## config.mk

```make
export PLATFORM = sky130hd
export DESIGN_NAME = lfsr_chk_win
export DESIGN_NICKNAME = d
export VERILOG_FILES = /design/src/rtl/lfsr_chk_win.sv
export SDC_FILE = /design/constraint.sdc
export NUM_CORES = 1
export LEC_CHECK = 0
export ABC_AREA = 1
export CAP_MARGIN = 20
export CELL_PAD_IN_SITES_DETAIL_PLACEMENT = 1
export CELL_PAD_IN_SITES_GLOBAL_PLACEMENT = 2
export CORE_MARGIN = 5
export CORE_UTILIZATION = 27
export DETAILED_ROUTE_END_ITERATION = 8
export GPL_TIMING_DRIVEN = 0
export PLACE_DENSITY = 0.76
export SYNTH_ARGS = -nofsm -noshare
export SYNTH_HDL_FRONTEND = slang
export SYNTH_SLANG_ARGS = --single-unit
export TNS_END_PERCENT = 50
```

## constraint.sdc

```tcl
create_clock -name clk -period 2.1 [get_ports clk]
set_input_delay 0.42 -clock clk [delete_from_list [all_inputs] [get_ports clk]]
set_output_delay 0.42 -clock clk [all_outputs]
set_load 0.05 [all_outputs]
```

## src/rtl/lfsr_chk_win.sv

```systemverilog
// Loss-of-lock window tracker: counts accepted bits in fixed blocks of
// WINDOW bits, tallies errors per block and raises loss_o on the accepted
// bit whose error brings the tally to LOSS_ERRS. An error on the last bit
// of a block (the wrap bit) is charged to the block that starts there.
module lfsr_chk_win #(
   parameter int WINDOW    = 128,
   parameter int LOSS_ERRS = 4
) (
   input  logic clk,
   input  logic reset,
   input  logic clr_i,
   input  logic acc_i,
   input  logic err_i,
   output logic loss_o
);

   localparam int WW = (WINDOW > 1) ? $clog2(WINDOW) : 1;
   localparam int EW = $clog2(LOSS_ERRS + 1);
   localparam logic [WW-1:0] WIN_LAST  = WW'(WINDOW - 1);
   localparam logic [EW-1:0] ERR_LIMIT = EW'(LOSS_ERRS);

   logic [WW-1:0] win_cnt_q;
   logic [EW-1:0] win_err_q;
   logic [EW-1:0] win_err_d;
   logic          wrap;

   assign wrap = (win_cnt_q == WIN_LAST);

   // Error tally after this bit: restart on the wrap bit, then add this bit's error
   always_comb begin
      win_err_d = wrap ? '0 : win_err_q;
      if (err_i) begin
         win_err_d = win_err_d + 1'b1;
      end
   end

   assign loss_o = acc_i && err_i && (win_err_d == ERR_LIMIT);

   // Block position and error tally, held at zero while not locked
   always_ff @(posedge clk or posedge reset) begin
      if (reset) begin
         win_cnt_q <= '0;
         win_err_q <= '0;
      end else if (clr_i) begin
         win_cnt_q <= '0;
         win_err_q <= '0;
      end else if (acc_i) begin
         win_cnt_q <= wrap ? '0 : win_cnt_q + 1'b1;
         win_err_q <= win_err_d;
      end
   end

endmodule

```

==> results.py, run 1 <==
metrics = {
    "status": {
        "status": "complete, but fails checks",
        "violations": "setup timing",
    },
    "min_path": {
        "hold_path.class": "in -> async",
    },
    "placed_design": {
        "place.gp.congestion": 0.7142,
        "dp_hpwl_um": 994.7,
        "portBuffers": 5,
    },
    "routing": {
        "totalWireLength_um": 1429,
        "detail_route.wl_per_cell_um": 11.52,
        "wl_met2_um": 691,
        "vias": 554,
        "first_pass_iters": 3,
        "wl_met1_um": 667,
        "top_layer": "met4",
        "final_antenna_net_count": 0,
        "vias_per_cell": 4.468,
        "drtIter0Drc": 2,
        "route.detailed.drc": 0,
        "wl_met3_um": 60,
    },
    "logic_synthesis": {
        "ys_seq_area_frac": 0.4219,
        "synth_edf_count": 0,
        "netlist_area_um2": 593.1,
        "ys_top_cells_by_count": "nand2_1 (18), inv_1 (11), dfrtp_1 (10)",
        "yosys_warnings": 0,
        "async_flop_share": 1.000,
        "ys_ff_latch": 10,
        "ys_types": 17,
        "synth.most_common_cell": "nand2_1",
        "synth_area_per_cell_um2": 7.603,
        "syn-num-nets": 85,
        "synth_top_area_frac": 0.4219,
        "synthTopCellsByArea": "dfrtp_1 (42%), nand2_1 (11%), inv_1 (7.0%), nand2_2 (6.3%), nand3_1 (5.9%)",
        "synth_ff_type": "dfrtp_1",
        "synth_top_area_cell": "dfrtp_1",
        "synth_cells": 78,
    },
    "clock_tree": {
        "cts_tree": "built",
        "insertion_delay_ns": 0.26,
        "htree_levels": 1,
        "clock_path_buffers": 2,
        "cts_sinks": 10,
        "numCtsBuffers": 3,
        "cts_hold_buf": 0,
        "clockRootBuffer": "clkbuf_4",
        "clkTransAtPathRegs_ns": 0.06,
    },
    "floorplanning": {
        "die_h_um": 56.87,
        "ios": 6,
        "die-area_um2": 3234,
        "die_x_um": 56.87,
        "initial_core_util": 0.2761,
        "core_um2": 2148,
        "num_rows": 17,
    },
    "worst_setup_path": {
        "path_cells": "ha_2, nand2_2, nor2_4, nand2_4, nand2_4, inv_2, ha_4, or2_1, nor2_1, nand2_1, a21oi_4, buf_6",
        "cp_max_fo": 4,
        "crit_slowest_cell": "dfrtp_1",
        "max_stage_delay_ns": 0.37,
        "critPathArrivalTime_ns": 2.16,
        "cp.required_ns": 1.68,
        "path_class": "reg -> out",
        "crit_top_cell": "nand2_4",
        "crit_path_start_kind": "flip-flop",
        "end_kind": "output port",
    },
    "sta": {
        "finalCriticalPeriod_ns": 2.579,
        "worst_slew_pin_slew_ns": 0.4214,
        "setup_slack_ns": -0.4789,
        "setup_viol": 1,
        "final.setup_skew_ns": 0.005147,
        "fin_setup_tns_ns": -0.4789,
        "rsz0062_at_grt": "yes",
        "min_period_over_period": 1.228,
        "drv_slew": 0,
        "slew_headroom": 0.7188,
        "hold_viol": 0,
        "fmax_mhz": 387.8,
    },
    "power_and_ir_drop": {
        "vdd_drop_max_v": 0.0003225,
        "power_density_nw_per_um2": 587.6,
        "power.leakage_nw": 0.4168,
        "total_power_w": 0.0004837,
    },
    "cells_and_area": {
        "layout-drive-gt1-share": 0.3438,
        "final_nets": 105,
        "n_antenna_cell": 0,
        "areaGrowthSynthToFinish_pct": 38.82,
    },
    "global_routing": {
        "grt.total_usage": 0.09939,
        "overflow": 0,
        "grt_pass1_wl_um": 2415,
        "antenna_found_initial": 0,
        "grt_start_max_net_pins": 11,
        "grt_pass1_vias": 564,
    },
    "run": {
        "cap_violations": 0,
    },
}
## report_power, final
group	internal, W	switching [W]	leakage [nW]	total (W)
registers	0.000211	0.0000141	0.136	0.000225
clock network	0.0000660	0.0000623	0.0138	0.000128
logic	0.0000732	0.0000574	0.267	0.000131
total	0.000350	0.000134	0.417	0.000484
## per-stage QoR
step           hold WS, ns    util  setup slack (ns)  area [µm²]  cells
2_1_floorplan       0.2602       -           -0.2129       606.8     78
3_3_place_gp        0.4646  0.3221           -0.9609       691.9    111
3_5_place_dp        0.4780  0.3221           -0.9642       691.9    111
4_1_cts             0.4515  0.3588           -0.5043       770.7    120
5_1_grt             0.4689  0.3832           -0.6489       823.3    124
6_report            0.4460  0.3832           -0.4789       823.3    124
## registers in the layout, summed over array words and instances, names as in the netlist
signal     count
win_err_q      3
win_cnt_q      7
## cell usage in the layout (no fill, tap or decap), drive strengths merged
cell type,instances
nand2,24
inv,12
buf,11
dfrtp,10
nor2,10
nand3,7
clkdlybuf4s50,4
a21oi,4
nor3,3
clkbuf,3
o21ai,2
ha,2
and3,1
nor3b,1
or2,1
a22o,1
## worst max-delay path: cells and delay by family (launching register included)
kind                       cells  cell delay, ns
buffers and inverters          2            0.21
and+or+nand+nor                7            0.78
adders and majority gates      2            0.41
AOI/OAI and AO/OA              1            0.12
DFF                            1            0.37
## layout make-up
class / instances / area (µm²)
Fill cell: 267 / 1325
Tap cell: 28 / 35.03
Clock buffer: 3 / 22.52
Multi-Input combinational cell: 56 / 344.1
Inverter: 12 / 45.04
Timing Repair Buffer: 15 / 126.4
Sequential cell: 10 / 250.2
## what timing repair did
| action | 4_1_cts | 5_1_grt |
|---|---|---|
| resized for setup | 12 | 3 |
| setup endpoints to repair | 1 | 1 |
| buffers inserted | 6 | 4 |
| pin swaps | 4 | 6 |
## cell families after synthesis
family / synth area share
simple gates: 0.3924
buf+inv: 0.07594
flops: 0.4219
compound gates: 0.06751
fa+ha+maj: 0.04219
## routing by layer
metal,track usage,up-vias
li1,-,283
met1,0.1160,262
met5,0,-
met4,0.02980,0
met2,0.1584,7
met3,0.05057,2
## path summary, 6_finish.rpt
| check | slack [ns] | from | cells after the start | to |
|---|---|---|---|---|
| worst max-delay path | -0.48 | win_cnt_q[1] | 12 | loss_o |
| worst min-delay path | 0.45 | reset | 2 | win_cnt_q[3] |
| worst max register to register | 0.18 | win_cnt_q[1] | 12 | win_err_q[1] |
| worst min register to register | 0.50 | win_cnt_q[6] | 2 | win_cnt_q[6] |
| max in group asynchronous | 1.36 | reset | 2 | win_err_q[0] |
| min in group clk | 0.50 | win_cnt_q[6] | 2 | win_cnt_q[6] |
(Power assumes the default switching activity.)
==> run 2, diff against run 1 <==
MAX_ROUTING_LAYER = met4   (was default)
==> results of run 2 <==
Same layout as run 1: the final DEF is identical, and so are final timing and power.
Main changes from that run: final weighted congestion in routability-driven placement 0.7142 -> 0.7224; overall routing resource usage 0.09939 -> 0.1021
==> run 3, diff against run 2 <==
REMOVE_ABC_BUFFERS = 1   (was default)
==> run 3 against run 2 <==
Net effect: the flow still finishes with violations (setup timing); register-to-register slack better by 0.18 ns; clock power up 5%; clock skew is 0.0029 ns lower; critical path depth unchanged; sequential power is essentially flat; die area unchanged; utilization down 1.3 points; combinational power down 15%; worst setup slack improved by 0.025 ns; critical endpoint unchanged.
==> results.py, run 3 (synthesis results as in run 1) <==
metrics = {
    "power_and_ir_drop": {
        "sequentialPowerShare": 0.475,
        "sw_frac_of_total": 0.2824,
        "p_switching_w": 0.0001329,
        "pwr-share-comb": 0.239,
        "pwr-share-clk": 0.287,
        "vdd_drop_max_v": 0.0002338,
        "power.leakage_nw": 0.4060,
        "power_density_nw_per_um2": 591.4,
        "p_int_w": 0.0003377,
        "total_power_w": 0.0004706,
    },
    "global_routing": {
        "grt_pass1_vias": 575,
        "grt.total_usage": 0.1027,
        "grt_start_max_net_pins": 11,
        "grt_pass1_wl_um": 2497,
        "antenna_found_initial": 0,
        "overflow": 0,
    },
    "cells_and_area": {
        "top_regs": "win_cnt_q x7, win_err_q x3",
        "layout-drive-gt1-share": 0.3298,
        "final_nets": 103,
        "fillers": 270,
        "n_antenna_cell": 0,
        "final_common_cell": "nand2_1",
        "largest_reg_flops": 7,
        "final_cell_mix": "nand2_1 (16), dfrtp_1 (10), inv_1 (9)",
        "areaGrowthSynthToFinish_pct": 34.18,
        "top_register": "win_cnt_q",
        "final_area_um2": 795.8,
    },
    "status": {
        "status": "complete, but fails checks",
        "violations": "setup timing",
    },
    "worst_setup_path": {
        "reg2regPathDepth": 11,
        "r2r-start": "win_cnt_q[1]",
        "cp.required_ns": 1.68,
        "crit_path_start_kind": "flip-flop",
        "startpoint": "win_cnt_q[1]",
        "end_kind": "output port",
        "cp_max_fo": 4,
        "path_class": "reg -> out",
        "critPathArrivalTime_ns": 2.13,
        "worstReg2RegEnd": "win_err_q[1]",
        "r2r_slack_ns": 0.36,
    },
    "routing": {
        "drtIter0Drc": 4,
        "first_pass_iters": 4,
        "vias_per_cell": 4.541,
        "totalWireLength_um": 1362,
        "detail_route.wl_per_cell_um": 11.16,
        "vias": 554,
        "route.detailed.drc": 0,
        "final_antenna_net_count": 0,
    },
    "sta": {
        "drv_slew": 0,
        "fmax_mhz": 391.6,
        "worst_slew_pin_slew_ns": 0.4269,
        "setup_viol": 1,
        "rsz0062_at_grt": "yes",
        "whs_ns": 0.4466,
        "fin_setup_tns_ns": -0.4538,
        "hold_viol": 0,
        "setup_slack_ns": -0.4538,
        "finalCriticalPeriod_ns": 2.554,
        "min_period_over_period": 1.216,
        "slew_headroom": 0.7151,
        "final.setup_skew_ns": 0.002210,
    },
    "floorplanning": {
        "core_um2": 2148,
        "die-area_um2": 3234,
        "die_h_um": 56.87,
        "die_x_um": 56.87,
        "ios": 6,
        "initial_core_util": 0.2761,
        "num_rows": 17,
    },
    "min_path": {
        "hold_path.class": "in -> async",
    },
    "placed_design": {
        "dp_hpwl_um": 1023,
        "place.gp.congestion": 0.6661,
        "portBuffers": 5,
        "dpl-instance-area_um2": 678.2,
    },
    "clock_tree": {
        "numCtsBuffers": 3,
        "htree_levels": 1,
        "insertion_delay_ns": 0.26,
        "clkTransAtPathRegs_ns": 0.07,
        "cts_tree": "built",
        "clockRootBuffer": "clkbuf_4",
        "cts_sinks": 10,
        "clock_path_buffers": 2,
        "cts_hold_buf": 0,
    },
    "run": {
        "cap_violations": 0,
    },
}
## run 3: cell types whose count changed in the layout (fill, tap and decap cells not counted)
cell | previous run | this run
a21oi_2 | 0 | 1
nand2_4 | 3 | 2
nand2_2 | 5 | 6
a21oi_4 | 1 | 0
buf_4 | 10 | 8
## run 3: repair_timing
| action | 4_1_cts | 5_1_grt |
|---|---|---|
| resized for setup | 12 | 4 |
| setup buffers | 7 | 1 |
| pin swaps | 3 | 5 |
| setup endpoints to repair | 1 | 1 |
## run 3: how the worst max path moves through the flow
stage                        end  cells past startpoint
after floorplan           loss_o                     11
after global placement    loss_o                     12
after detailed placement  loss_o                     12
after CTS                 loss_o                     12
after global routing      loss_o                     12
final                     loss_o                     12
## run 3: layer usage
metal | wire length, µm | global-route usage | share of wire
met5 | 0 | - | 0
met4 | 19 | 0.05960 | 0.014
met3 | 46 | 0.02299 | 0.034
met2 | 663 | 0.1568 | 0.49
met1 | 632 | 0.1233 | 0.46
## run 3: power by group through the flow
stage               clock network (W)  registers (W)   logic, W
global route                 0.000151       0.000226   0.000126
floorplan                           0       0.000228  0.0000464
finish                       0.000135       0.000223   0.000112
global placement                    0       0.000231  0.0000656
CTS                          0.000143       0.000223   0.000104
detailed placement                  0       0.000232  0.0000681
## run 3: worst max-delay path, cell delays in order (launching register included)
cell,delay (ns)
dfrtp_1,0.36
ha_2,0.20
nand2_2,0.08
nor2_4,0.12
nand2_4,0.08
nand2_2,0.08
inv_2,0.05
ha_4,0.19
or2_1,0.23
nor2_1,0.11
nand2_1,0.08
a21oi_2,0.12
buf_6,0.17
## run 3: layout make-up
| class | count | area (µm²) | area share |
|---|---|---|---|
| Clock buffer | 3 | 22.52 | 0.02830 |
| Inverter | 12 | 45.04 | 0.05660 |
| Multi-Input combinational cell | 56 | 331.6 | 0.4167 |
| Sequential cell | 10 | 250.2 | 0.3145 |
| Tap cell | 28 | 35.03 | 0.04403 |
| Timing Repair Buffer | 13 | 111.4 | 0.1399 |
## run 3: through the flow
step / worst slack (ns) / instances / utilization
after detailed placement: -0.9778 / 111 / 0.3157
after global placement: -0.9705 / 111 / 0.3157
final: -0.4538 / 122 / 0.3704
after CTS: -0.5357 / 121 / 0.3553
after floorplan: -0.6408 / 78 / -
after global routing: -0.6529 / 122 / 0.3704
